$ cat config.mk
export PLATFORM = sky130hd
export DESIGN_NAME = rtc_alrm_sched
export DESIGN_NICKNAME = d
export VERILOG_FILES = /design/src/rtl/rtc_alrm_sched.sv
export SDC_FILE = /design/constraint.sdc
export NUM_CORES = 1
export LEC_CHECK = 0
export CAP_MARGIN = 20
export CORE_ASPECT_RATIO = 1.75
export CORE_MARGIN = 2
export CORE_UTILIZATION = 53
export DETAILED_ROUTE_END_ITERATION = 10
export HOLD_SLACK_MARGIN = 0.02
export PLACE_DENSITY = 0.78
export SKIP_CTS_REPAIR_TIMING = 1
export SLEW_MARGIN = 20
export SYNTH_ARGS = -nofsm -noshare
export SYNTH_HDL_FRONTEND = slang
export SYNTH_SLANG_ARGS = --single-unit
$ cat constraint.sdc
create_clock -name clk_i -period 7.4 [get_ports clk_i]
set_input_delay 1.11 -clock clk_i [delete_from_list [all_inputs] [get_ports clk_i]]
set_output_delay 1.11 -clock clk_i [all_outputs]
set_load 0.005 [all_outputs]
$ cat src/rtl/rtc_alrm_sched.sv
// Multi-slot alarm scheduler: sole APB4 master of the RTC, brings it up after reset
// and keeps the ALRM register loaded with the earliest armed slot.
module rtc_alrm_sched #(
    parameter int          NUM_SLOT   = 4,
    parameter logic [31:0] BASE_ADDR  = 32'h0,
    parameter logic [31:0] PSCR_VAL   = 32'd2,
    parameter int          SETTLE_CYC = 4
) (
    input  logic                        clk_i,
    input  logic                        rst_n_i,
    output logic [31:0]                 paddr_o,
    output logic                        psel_o,
    output logic                        penable_o,
    output logic                        pwrite_o,
    output logic [31:0]                 pwdata_o,
    output logic [3:0]                  pstrb_o,
    output logic [2:0]                  pprot_o,
    input  logic [31:0]                 prdata_i,
    input  logic                        pready_i,
    input  logic                        pslverr_i,
    input  logic                        irq_i,
    input  logic                        req_valid_i,
    output logic                        req_ready_o,
    input  logic                        req_cancel_i,
    input  logic [$clog2(NUM_SLOT)-1:0] req_slot_i,
    input  logic [31:0]                 req_time_i,
    output logic                        fire_o,
    output logic [$clog2(NUM_SLOT)-1:0] fire_slot_o,
    output logic                        busy_o,
    output logic                        err_o
);

    // state     | meaning
    // INIT_CMF  | write CTRL=0x01 (clear compare match)
    // INIT_POLL | read SSTA until LWOFF
    // INIT_PSCR | write PSCR
    // INIT_EN   | write CTRL=0x10 (enable counter)
    // IDLE      | accept irq or arm/cancel request
    // PROG      | write CTRL=0x11, or go straight to WR_CTRL if nothing armed
    // SVC_CTRL  | write CTRL=0x11 (ALRMIE off)
    // RD_ISTA   | read ISTA (clears it)
    // RD_CNT    | read CNT into cnt_q
    // FIRE      | fire one expired slot per cycle
    // POLL      | read SSTA until LWOFF
    // WR_ALRM   | write ALRM = earliest slot time
    // SETTLE    | down-count SETTLE_CYC cycles
    // WR_CTRL   | write CTRL=0x14 (ie_q) or 0x10

    localparam int SW = $clog2(NUM_SLOT);

    localparam logic [31:0] OFF_CTRL = 32'h00;
    localparam logic [31:0] OFF_PSCR = 32'h04;
    localparam logic [31:0] OFF_CNT  = 32'h08;
    localparam logic [31:0] OFF_ALRM = 32'h0C;
    localparam logic [31:0] OFF_ISTA = 32'h10;
    localparam logic [31:0] OFF_SSTA = 32'h14;

    typedef enum logic [3:0] {
        S_INIT_CMF, S_INIT_POLL, S_INIT_PSCR, S_INIT_EN, S_IDLE, S_PROG, S_SVC_CTRL,
        S_RD_ISTA, S_RD_CNT, S_FIRE, S_POLL, S_WR_ALRM, S_SETTLE, S_WR_CTRL
    } state_t;

    state_t               state_q, state_d;
    logic                 psel_q, psel_d, penable_q, penable_d, pwrite_q, pwrite_d;
    logic [31:0]          paddr_q, paddr_d, pwdata_q, pwdata_d;
    logic                 ie_q, ie_d;
    logic [31:0]          cnt_q, cnt_d;
    logic [7:0]           settle_q, settle_d;
    logic                 fire_q, fire_d;
    logic [SW-1:0]        fire_slot_q, fire_slot_d;
    logic                 err_q, err_d;
    logic [NUM_SLOT-1:0]  valid_q, valid_d;
    logic [31:0]          slot_tm_q [NUM_SLOT];
    logic [31:0]          slot_tm_d [NUM_SLOT];

    logic                 any_valid, hit, done;
    logic [31:0]          earliest;
    logic [SW-1:0]        hit_idx;
    logic                 xfer_en, xfer_wr;
    logic [31:0]          xfer_off, xfer_data;

    assign done = psel_q & penable_q & pready_i;

    // earliest armed slot (ties -> lowest index) and lowest expired slot
    always_comb begin
        any_valid = 1'b0;
        earliest  = '0;
        hit       = 1'b0;
        hit_idx   = '0;
        for (int i = 0; i < NUM_SLOT; i++) begin
            if (valid_q[i] && (!any_valid || slot_tm_q[i] < earliest)) begin
                earliest = slot_tm_q[i];
            end
            if (valid_q[i]) begin
                any_valid = 1'b1;
            end
            if (valid_q[i] && !hit && slot_tm_q[i] <= cnt_q) begin
                hit     = 1'b1;
                hit_idx = SW'(i);
            end
        end
    end

    always_comb begin
        state_d     = state_q;
        psel_d      = psel_q;
        penable_d   = penable_q;
        pwrite_d    = pwrite_q;
        paddr_d     = paddr_q;
        pwdata_d    = pwdata_q;
        ie_d        = ie_q;
        cnt_d       = cnt_q;
        settle_d    = settle_q;
        fire_d      = 1'b0;
        fire_slot_d = fire_slot_q;
        err_d       = err_q | (done & pslverr_i);
        valid_d     = valid_q;
        slot_tm_d   = slot_tm_q;
        xfer_en     = 1'b0;
        xfer_wr     = 1'b1;
        xfer_off    = OFF_CTRL;
        xfer_data   = '0;

        case (state_q)
            S_INIT_CMF: begin
                xfer_en = 1'b1; xfer_data = 32'h01;
                if (done) state_d = S_INIT_POLL;
            end
            S_INIT_POLL: begin
                xfer_en = 1'b1; xfer_wr = 1'b0; xfer_off = OFF_SSTA;
                if (done && prdata_i[1]) state_d = S_INIT_PSCR;
            end
            S_INIT_PSCR: begin
                xfer_en = 1'b1; xfer_off = OFF_PSCR; xfer_data = PSCR_VAL;
                if (done) state_d = S_INIT_EN;
            end
            S_INIT_EN: begin
                xfer_en = 1'b1; xfer_data = 32'h10;
                if (done) state_d = S_IDLE;
            end
            S_IDLE: begin
                if (irq_i) begin
                    state_d = S_SVC_CTRL;
                end else if (req_valid_i) begin
                    for (int i = 0; i < NUM_SLOT; i++) begin
                        if (req_slot_i == SW'(i)) begin
                            valid_d[i] = ~req_cancel_i;
                            if (!req_cancel_i) slot_tm_d[i] = req_time_i;
                        end
                    end
                    state_d = S_PROG;
                end
            end
            S_PROG: begin
                if (!any_valid) begin
                    ie_d    = 1'b0;
                    state_d = S_WR_CTRL;
                end else begin
                    xfer_en = 1'b1; xfer_data = 32'h11;
                    if (done) state_d = S_POLL;
                end
            end
            S_SVC_CTRL: begin
                xfer_en = 1'b1; xfer_data = 32'h11;
                if (done) state_d = S_RD_ISTA;
            end
            S_RD_ISTA: begin
                xfer_en = 1'b1; xfer_wr = 1'b0; xfer_off = OFF_ISTA;
                if (done) state_d = S_RD_CNT;
            end
            S_RD_CNT: begin
                xfer_en = 1'b1; xfer_wr = 1'b0; xfer_off = OFF_CNT;
                if (done) begin
                    cnt_d   = prdata_i;
                    state_d = S_FIRE;
                end
            end
            S_FIRE: begin
                if (hit) begin
                    fire_d           = 1'b1;
                    fire_slot_d      = hit_idx;
                    valid_d[hit_idx] = 1'b0;
                end else if (any_valid) begin
                    state_d = S_POLL;
                end else begin
                    ie_d    = 1'b0;
                    state_d = S_WR_CTRL;
                end
            end
            S_POLL: begin
                xfer_en = 1'b1; xfer_wr = 1'b0; xfer_off = OFF_SSTA;
                if (done && prdata_i[1]) state_d = S_WR_ALRM;
            end
            S_WR_ALRM: begin
                xfer_en = 1'b1; xfer_off = OFF_ALRM; xfer_data = earliest;
                if (done) begin
                    settle_d = 8'(SETTLE_CYC - 1);
                    state_d  = S_SETTLE;
                end
            end
            S_SETTLE: begin
                if (settle_q == 8'd0) begin
                    ie_d    = 1'b1;
                    state_d = S_WR_CTRL;
                end else begin
                    settle_d = settle_q - 8'd1;
                end
            end
            S_WR_CTRL: begin
                xfer_en = 1'b1; xfer_data = ie_q ? 32'h14 : 32'h10;
                if (done) state_d = S_IDLE;
            end
            default: state_d = S_INIT_CMF;
        endcase

        // one transfer at a time: SETUP, ACCESS until pready, then one idle bus cycle
        if (xfer_en) begin
            if (!psel_q) begin
                psel_d    = 1'b1;
                penable_d = 1'b0;
                pwrite_d  = xfer_wr;
                paddr_d   = BASE_ADDR + xfer_off;
                pwdata_d  = xfer_wr ? xfer_data : 32'h0;
            end else if (!penable_q) begin
                penable_d = 1'b1;
            end else if (pready_i) begin
                psel_d    = 1'b0;
                penable_d = 1'b0;
            end
        end
    end

    always_ff @(posedge clk_i or negedge rst_n_i) begin
        if (!rst_n_i) begin
            state_q     <= S_INIT_CMF;
            psel_q      <= 1'b0;
            penable_q   <= 1'b0;
            pwrite_q    <= 1'b0;
            paddr_q     <= '0;
            pwdata_q    <= '0;
            ie_q        <= 1'b0;
            cnt_q       <= '0;
            settle_q    <= '0;
            fire_q      <= 1'b0;
            fire_slot_q <= '0;
            err_q       <= 1'b0;
            valid_q     <= '0;
            for (int i = 0; i < NUM_SLOT; i++) slot_tm_q[i] <= '0;
        end else begin
            state_q     <= state_d;
            psel_q      <= psel_d;
            penable_q   <= penable_d;
            pwrite_q    <= pwrite_d;
            paddr_q     <= paddr_d;
            pwdata_q    <= pwdata_d;
            ie_q        <= ie_d;
            cnt_q       <= cnt_d;
            settle_q    <= settle_d;
            fire_q      <= fire_d;
            fire_slot_q <= fire_slot_d;
            err_q       <= err_d;
            valid_q     <= valid_d;
            slot_tm_q   <= slot_tm_d;
        end
    end

    assign paddr_o     = paddr_q;
    assign psel_o      = psel_q;
    assign penable_o   = penable_q;
    assign pwrite_o    = pwrite_q;
    assign pwdata_o    = pwdata_q;
    assign pstrb_o     = 4'hF;
    assign pprot_o     = 3'b000;
    assign req_ready_o = (state_q == S_IDLE) & ~irq_i;
    assign busy_o      = (state_q != S_IDLE);
    assign fire_o      = fire_q;
    assign fire_slot_o = fire_slot_q;
    assign err_o       = err_q;

endmodule

==> results of run 1 <==
-- report_power, final --
group          total [W]  switching [W]  internal, W
Sequential       0.00207       0.000495      0.00158
Clock            0.00120       0.000517     0.000688
Combinational    0.00503        0.00262      0.00241
-- flip-flops by register name, indices dropped and copies added (netlist names), 2 cells and up --
| register | cells |
|---|---|
| cnt_q | 32 |
| fire_slot_o | 2 |
| paddr_o | 3 |
| pwdata_o | 32 |
| settle_q | 8 |
| slot_tm_q | 128 |
| state_q | 4 |
| valid_q | 4 |
-- per-layer routing --
| layer | routed length, microns | part of all wire [%] | vias up |
|---|---|---|---|
| met4 | 4075 | 8.3 | 0 |
| li1 | - | - | 5827 |
| met1 | 17160 | 35 | 6371 |
| met3 | 2919 | 6.0 | 235 |
| met2 | 24680 | 51 | 592 |
| met5 | 0 | 0 | - |
-- stage by stage --
stage	util (%)	total power, W	instance area (sq um)
4_1_cts	61.86	0.007644	18050
3_3_place_gp	59.16	0.006272	17260
3_5_place_dp	59.25	0.006399	17290
2_1_floorplan	-	0.004955	15800
5_1_grt	64.64	0.008849	18860
6_report	64.64	0.008305	18860
-- synth_stat cells (all sizes together), types with 3 or more instances --
cell type / n / share of area [%]
a2111oi: 4 / 0.22
a211o: 5 / 0.28
a211oi: 12 / 0.58
a21o: 31 / 1.5
a21oi: 63 / 2.0
a31oi: 4 / 0.26
and3: 4 / 0.16
and4: 5 / 0.28
buf: 59 / 2.8
clkbuf: 26 / 0.62
dfrtp: 219 / 35
ha: 223 / 18
inv: 138 / 3.3
mux2: 191 / 14
mux2i: 3 / 0.19
nand2: 151 / 3.6
nand2b: 7 / 0.30
nand3: 36 / 1.2
nand4: 34 / 1.4
nor2: 54 / 1.3
nor2b: 13 / 0.52
nor3: 17 / 0.54
nor4: 12 / 0.48
o211ai: 21 / 1.2
o21a: 14 / 0.67
o21ai: 92 / 2.9
o21bai: 3 / 0.14
o221a: 3 / 0.22
o221ai: 29 / 2.6
o22ai: 3 / 0.12
o31ai: 7 / 0.34
or2: 5 / 0.20
or3: 6 / 0.24
or4: 4 / 0.19
xnor2: 5 / 0.28
xor2: 3 / 0.17
-- path summary, 6_finish.rpt --
check	start	to	slack, ns
max reg2reg	valid_q[0]	pwdata_o[6]	-0.37
min reg2reg	paddr_o[2]	paddr_o[2]	0.48
max	valid_q[0]	pwdata_o[6]	-0.37
max in group asynchronous	rst_n_i	valid_q[0]	5.30
min	paddr_o[2]	paddr_o[2]	0.48
min in group asynchronous	rst_n_i	cnt_q[19]	0.62
-- critical path: cells and delay by family, from the launching register on --
kind / cells / cell delay, ns
DFF: 1 / 0.47
and+or+nand+nor: 9 / 1.95
buffers and inverters: 7 / 1.09
muxes: 2 / 0.67
adders and majority gates: 3 / 0.88
AOI/OAI and AO/OA: 14 / 2.55
-- area by class of cell --
type	count	area, sq um	area share (%)
Timing Repair Buffer	182	1889	10.02
Tap cell	382	478.0	2.534
Clock buffer	26	596.8	3.164
Clock inverter	14	165.2	0.8756
Sequential cell	219	5482	29.06
Multi-Input combinational cell	1133	9734	51.61
Inverter	138	518.0	2.746
-- kinds of logic after synthesis --
group / Yosys count / synth area share (%)
compound gates: 315 / 14.47
mux: 194 / 14.65
fa+ha+maj: 223 / 17.82
other cells: 2 / 0.04796
flops: 219 / 35.00
simple gates: 357 / 10.86
xor+xnor: 8 / 0.4474
buf+inv: 223 / 6.719
==> flow_summary_export.csv, run 1 <==
group,metric,value,unit
status,outcome,"complete, but fails checks",
status,violations,"negative setup slack",
drt,first_pass_iters,5,
placed_design,dp.cells,2027,
cts,clkLatencyLatePin,0.54,ns
global_routing,grt_util_met2,53.80,%
global_routing,grt_use_total,30.68,%
cts,cts_tree,"done",
critical_path,cpMaxStageDelayCell,"dfrtp_2",
cts,cts_buffers,22,
synth,syn_avg_cell_area,10.16,sq um
timing,setup_viol,32,
global_routing,grt_pass1_wl,73420,microns
placed_design,place_worst_setup_slack,-0.3624,ns
drt,drc_errors,0,
cts,cts_root_buffer,"clkbuf_16",
die,die_y,231.4,microns
synth,yosysUniqueCellTypes,74,
synth,syn_inst,1541,
global_routing,first_global_vias,13390,
cts,cts_sinks,219,
layout,fill_cells,2315,
layout,n_antenna_cell,0,
critical_path,worst_ep_required_time,7.81,ns
synth,synth_seq_cells,219,
placed_design,dpl.hpwl,35940,microns
cts,clk_pin_slew,0.07,ns
timing,min_period,7.769,ns
die,floorplan.die_area,30990,sq um
global_routing,met3_usage,3.521,%
synth,ys_seq_area_share,35.00,%
synth,synth_area,15660,sq um
layout,final_cell_mix,"dfrtp_1 (218), ha_1 (203), mux2_2 (160), nand2_1 (142), inv_1 (137)",
die,num_rows,83,
critical_path,worst-setup-path-type,"flip-flop to flip-flop",
timing,fin_ws,-0.3691,ns
timing,final.setup_skew,0.02090,ns
global_routing,grt_antenna_before_repair,0,
synth,synth_edf_count,0,
critical_path,slowest_delay,0.47,ns
cts,cts_max_level,1,
drt,wl,48830,microns
critical_path,startpoint_type,"flip-flop",
placed_design,gp_congestion,0.9725,
critical_path,endpoint_kind,"flip-flop",
worst_hold_path,min_path_type,"flip-flop to flip-flop",
global_routing,grtUsageMet1,34.17,%
synth,async_reset_ff_share,100.0,%
global_routing,grt_max_degree,108,
drt,vias,13030,
job,drv_cap,0,
pwr,power_density,440.3,nW/um^2
timing,worst_slew_pin_slew,1.218,ns
worst_hold_path,worst_hold_path.num_cells,2,
timing,slew_viol_final,0,
pwr,leakage,8.727,nW
critical_path,worst-r2r-cell-count,35,
global_routing,busiest_layer,"met2",
layout,mostFrequentLayoutCell,"dfrtp_1",
drt,postRouteAntennaNets,0,
placed_design,io_buffer_count,116,
cts,clockBufferDepth,3,
timing,hold_violations,0,
layout,fin_nets,1992,
timing,slew_headroom,18.52,%
critical_path,cp.arrival,8.18,ns
layout,drive_above_1_share,23.31,%
synth,synth_ff_type,"dfrtp_1",
layout,area_delta_synth_final,20.45,%
drt,wl_per_cell,23.32,microns
global_routing,grt_overflow_total,0,
timing,hold_ws,0.4810,ns
pwr,ir_drop,0.0002121,V
die,dieWidth,133.9,microns
timing,finalSetupTns,-10.92,ns
die,initial_core_util,53.66,%
timing,rsz0062_at_grt,"true",
die,core_region_area,29180,sq um
drt,via_per_inst,6.220,
critical_path,cp_max_fo,7,
timing,timing.fmax,128.7,MHz
die,io_pins,153,
drt,drt_iter0_drc,839,
synth,yosysWarningCount,0,
critical_path,cp_common_cell,"o211ai_1",
timing,post-route-period-util,105.0,%
layout,fin_cells,2094,
Power figures use the tool's default switching activity.
==> inputs of run 2 (changes only) <==
--- a/config.mk
+++ b/config.mk
@@ -9,6 +9,7 @@
 export CORE_ASPECT_RATIO = 1.75
 export CORE_MARGIN = 2
 export CORE_UTILIZATION = 53
+export CTS_BUF_LIST = sky130_fd_sc_hd__clkbuf_16
 export DETAILED_ROUTE_END_ITERATION = 10
 export HOLD_SLACK_MARGIN = 0.02
 export PLACE_DENSITY = 0.78
==> run 2 against run 1 <==
Net effect: the run still ends with negative setup slack left; maximum frequency down 0.25%; via count is 0.15% lower; sequential power hardly changed; cell area is 0.11% lower; die area unchanged; largest power group unchanged; highest routed layer unchanged.
==> flow_summary_export.csv, run 2 (synthesis gave the netlist of run 1 again) <==
group,metric,value,unit
global_routing,first_global_vias,13370,
global_routing,grt_antenna_before_repair,0,
placed_design,dpl.hpwl,35940,microns
layout,area_delta_synth_final,20.32,%
timing,min_period,7.788,ns
die,core_region_area,29180,sq um
drt,via_per_inst,6.211,
critical_path,endpoint_kind,"flip-flop",
cts,cts_root_buffer,"clkbuf_16",
critical_path,slowest_delay,0.48,ns
critical_path,worst_ep_required_time,7.81,ns
timing,rsz0062_at_grt,"true",
global_routing,grt_max_degree,108,
placed_design,gp_congestion,0.9725,
cts,cts_tree,"done",
critical_path,cp_max_fo,7,
layout,fin_area,18840,sq um
timing,hold_ws,0.4816,ns
timing,final.setup_skew,0.01688,ns
cts,clkLatencyLatePin,0.54,ns
drt,postRouteAntennaNets,0,
timing,post-route-period-util,105.2,%
global_routing,grt_pass1_wl,73370,microns
layout,final_cell_mix,"dfrtp_1 (218), ha_1 (203), mux2_2 (160), nand2_1 (142), inv_1 (139)",
timing,hold_violations,0,
drt,wl,48870,microns
die,dieWidth,133.9,microns
timing,fin_ws,-0.3884,ns
die,io_pins,153,
critical_path,startpoint_type,"flip-flop",
cts,clockBufferDepth,3,
global_routing,grt_use_total,30.66,%
critical_path,worst-setup-path-type,"flip-flop to flip-flop",
layout,fin_nets,1992,
drt,vias,13010,
worst_hold_path,min_path_type,"flip-flop to flip-flop",
cts,cts_max_level,1,
cts,cts_sinks,219,
layout,n_antenna_cell,0,
drt,drc_errors,0,
job,drv_cap,0,
timing,slew_viol_final,0,
layout,mostFrequentLayoutCell,"dfrtp_1",
worst_hold_path,worst_hold_path.num_cells,2,
global_routing,grt_overflow_total,0,
layout,drive_above_1_share,23.25,%
timing,timing.fmax,128.4,MHz
timing,finalSetupTns,-11.44,ns
layout,largest_reg_flops,128,
pwr,leakage,8.729,nW
status,violations,"negative setup slack",
critical_path,cpMaxStageDelayCell,"dfrtp_2",
drt,drt_iter0_drc,972,
timing,setup_viol,32,
placed_design,io_buffer_count,116,
critical_path,worst-r2r-cell-count,34,
placed_design,dp.cells,2027,
timing,worst_slew_pin_slew,1.171,ns
die,initial_core_util,53.66,%
pwr,ir_drop,0.0002124,V
critical_path,cp.arrival,8.20,ns
drt,wl_per_cell,23.34,microns
status,outcome,"complete, but fails checks",
placed_design,placed_cell_area,17290,sq um
timing,slew_headroom,21.65,%
cts,cts_buffers,22,
pwr,power_density,440.1,nW/um^2
die,num_rows,83,
drt,first_pass_iters,7,
layout,top_register,"slot_tm_q",
cts,clk_pin_slew,0.07,ns
critical_path,cp_common_cell,"o211ai_1",
die,die_y,231.4,microns
die,floorplan.die_area,30990,sq um
layout,fin_cells,2094,
[run 2: cell type report]
class / count / area, sq um
clock buffers: 23 / 575.6
clock inverters: 17 / 176.4
repair buffers: 182 / 1889
multi-input cells: 1133 / 9723
inverters: 138 / 518.0
fillers: 2316 / 10340
well taps: 382 / 478.0
flip-flops and latches: 219 / 5482
[run 2: worst max-delay path: cells and delay by family (launching register included)]
| kind | cells | cell delay [ns] |
|---|---|---|
| multiplexers | 2 | 0.60 |
| buffers and inverters | 7 | 1.11 |
| AND/OR/NAND/NOR | 5 | 1.13 |
| AO/OA/AOI/OAI | 17 | 3.58 |
| adder cells (fa/ha/maj) | 3 | 0.73 |
| flip-flops | 1 | 0.48 |
[run 2: layer usage]
metal	GRT usage, %	part of all wire [%]	vias up	wire, microns
li1	-	-	5835	-
met1	34.22	36	6397	17550
met2	53.69	51	558	24730
met3	3.478	5.4	215	2640
met4	22.07	8.1	0	3961
met5	0	0	-	0
[run 2: through the flow]
step | total power (W) | util [%] | setup slack (ns)
finish | 0.008293 | 64.57 | -0.3884
global route | 0.008837 | 64.57 | -0.6043
CTS | 0.007629 | 61.83 | -0.4277
detailed placement | 0.006399 | 59.25 | -0.3624
global placement | 0.006272 | 59.16 | -0.05134
floorplan | 0.004955 | - | 0.002809
[run 2: path summary, 6_finish.rpt]
check | to | start | slack (ns)
worst max-delay path | pwdata_o[6] | valid_q[0] | -0.39
worst min-delay path | paddr_o[2] | paddr_o[2] | 0.48
worst max register to register | pwdata_o[6] | valid_q[0] | -0.39
worst min register to register | paddr_o[2] | paddr_o[2] | 0.48
max in group asynchronous | valid_q[0] | rst_n_i | 5.29
min in group asynchronous | cnt_q[19] | rst_n_i | 0.63
[run 2: report_power, final]
part | internal [W] | switching [W]
Combinational | 0.00241 | 0.00262
Clock | 0.000675 | 0.000517
Sequential | 0.00158 | 0.000491
==> inputs of run 3 (changes only) <==
--- a/config.mk
+++ b/config.mk
@@ -5,6 +5,7 @@
 export SDC_FILE = /design/constraint.sdc
 export NUM_CORES = 1
 export LEC_CHECK = 0
+export ABC_CLOCK_PERIOD_IN_PS = 7400
 export CAP_MARGIN = 20
 export CORE_ASPECT_RATIO = 1.75
 export CORE_MARGIN = 2
@@ -14,7 +15,6 @@
 export HOLD_SLACK_MARGIN = 0.02
 export PLACE_DENSITY = 0.78
 export SKIP_CTS_REPAIR_TIMING = 1
-export SLEW_MARGIN = 20
 export SYNTH_ARGS = -nofsm -noshare
 export SYNTH_HDL_FRONTEND = slang
 export SYNTH_SLANG_ARGS = --single-unit
==> results of run 3 <==
No change in the layout: final DEF, timing and power equal those of run 2.
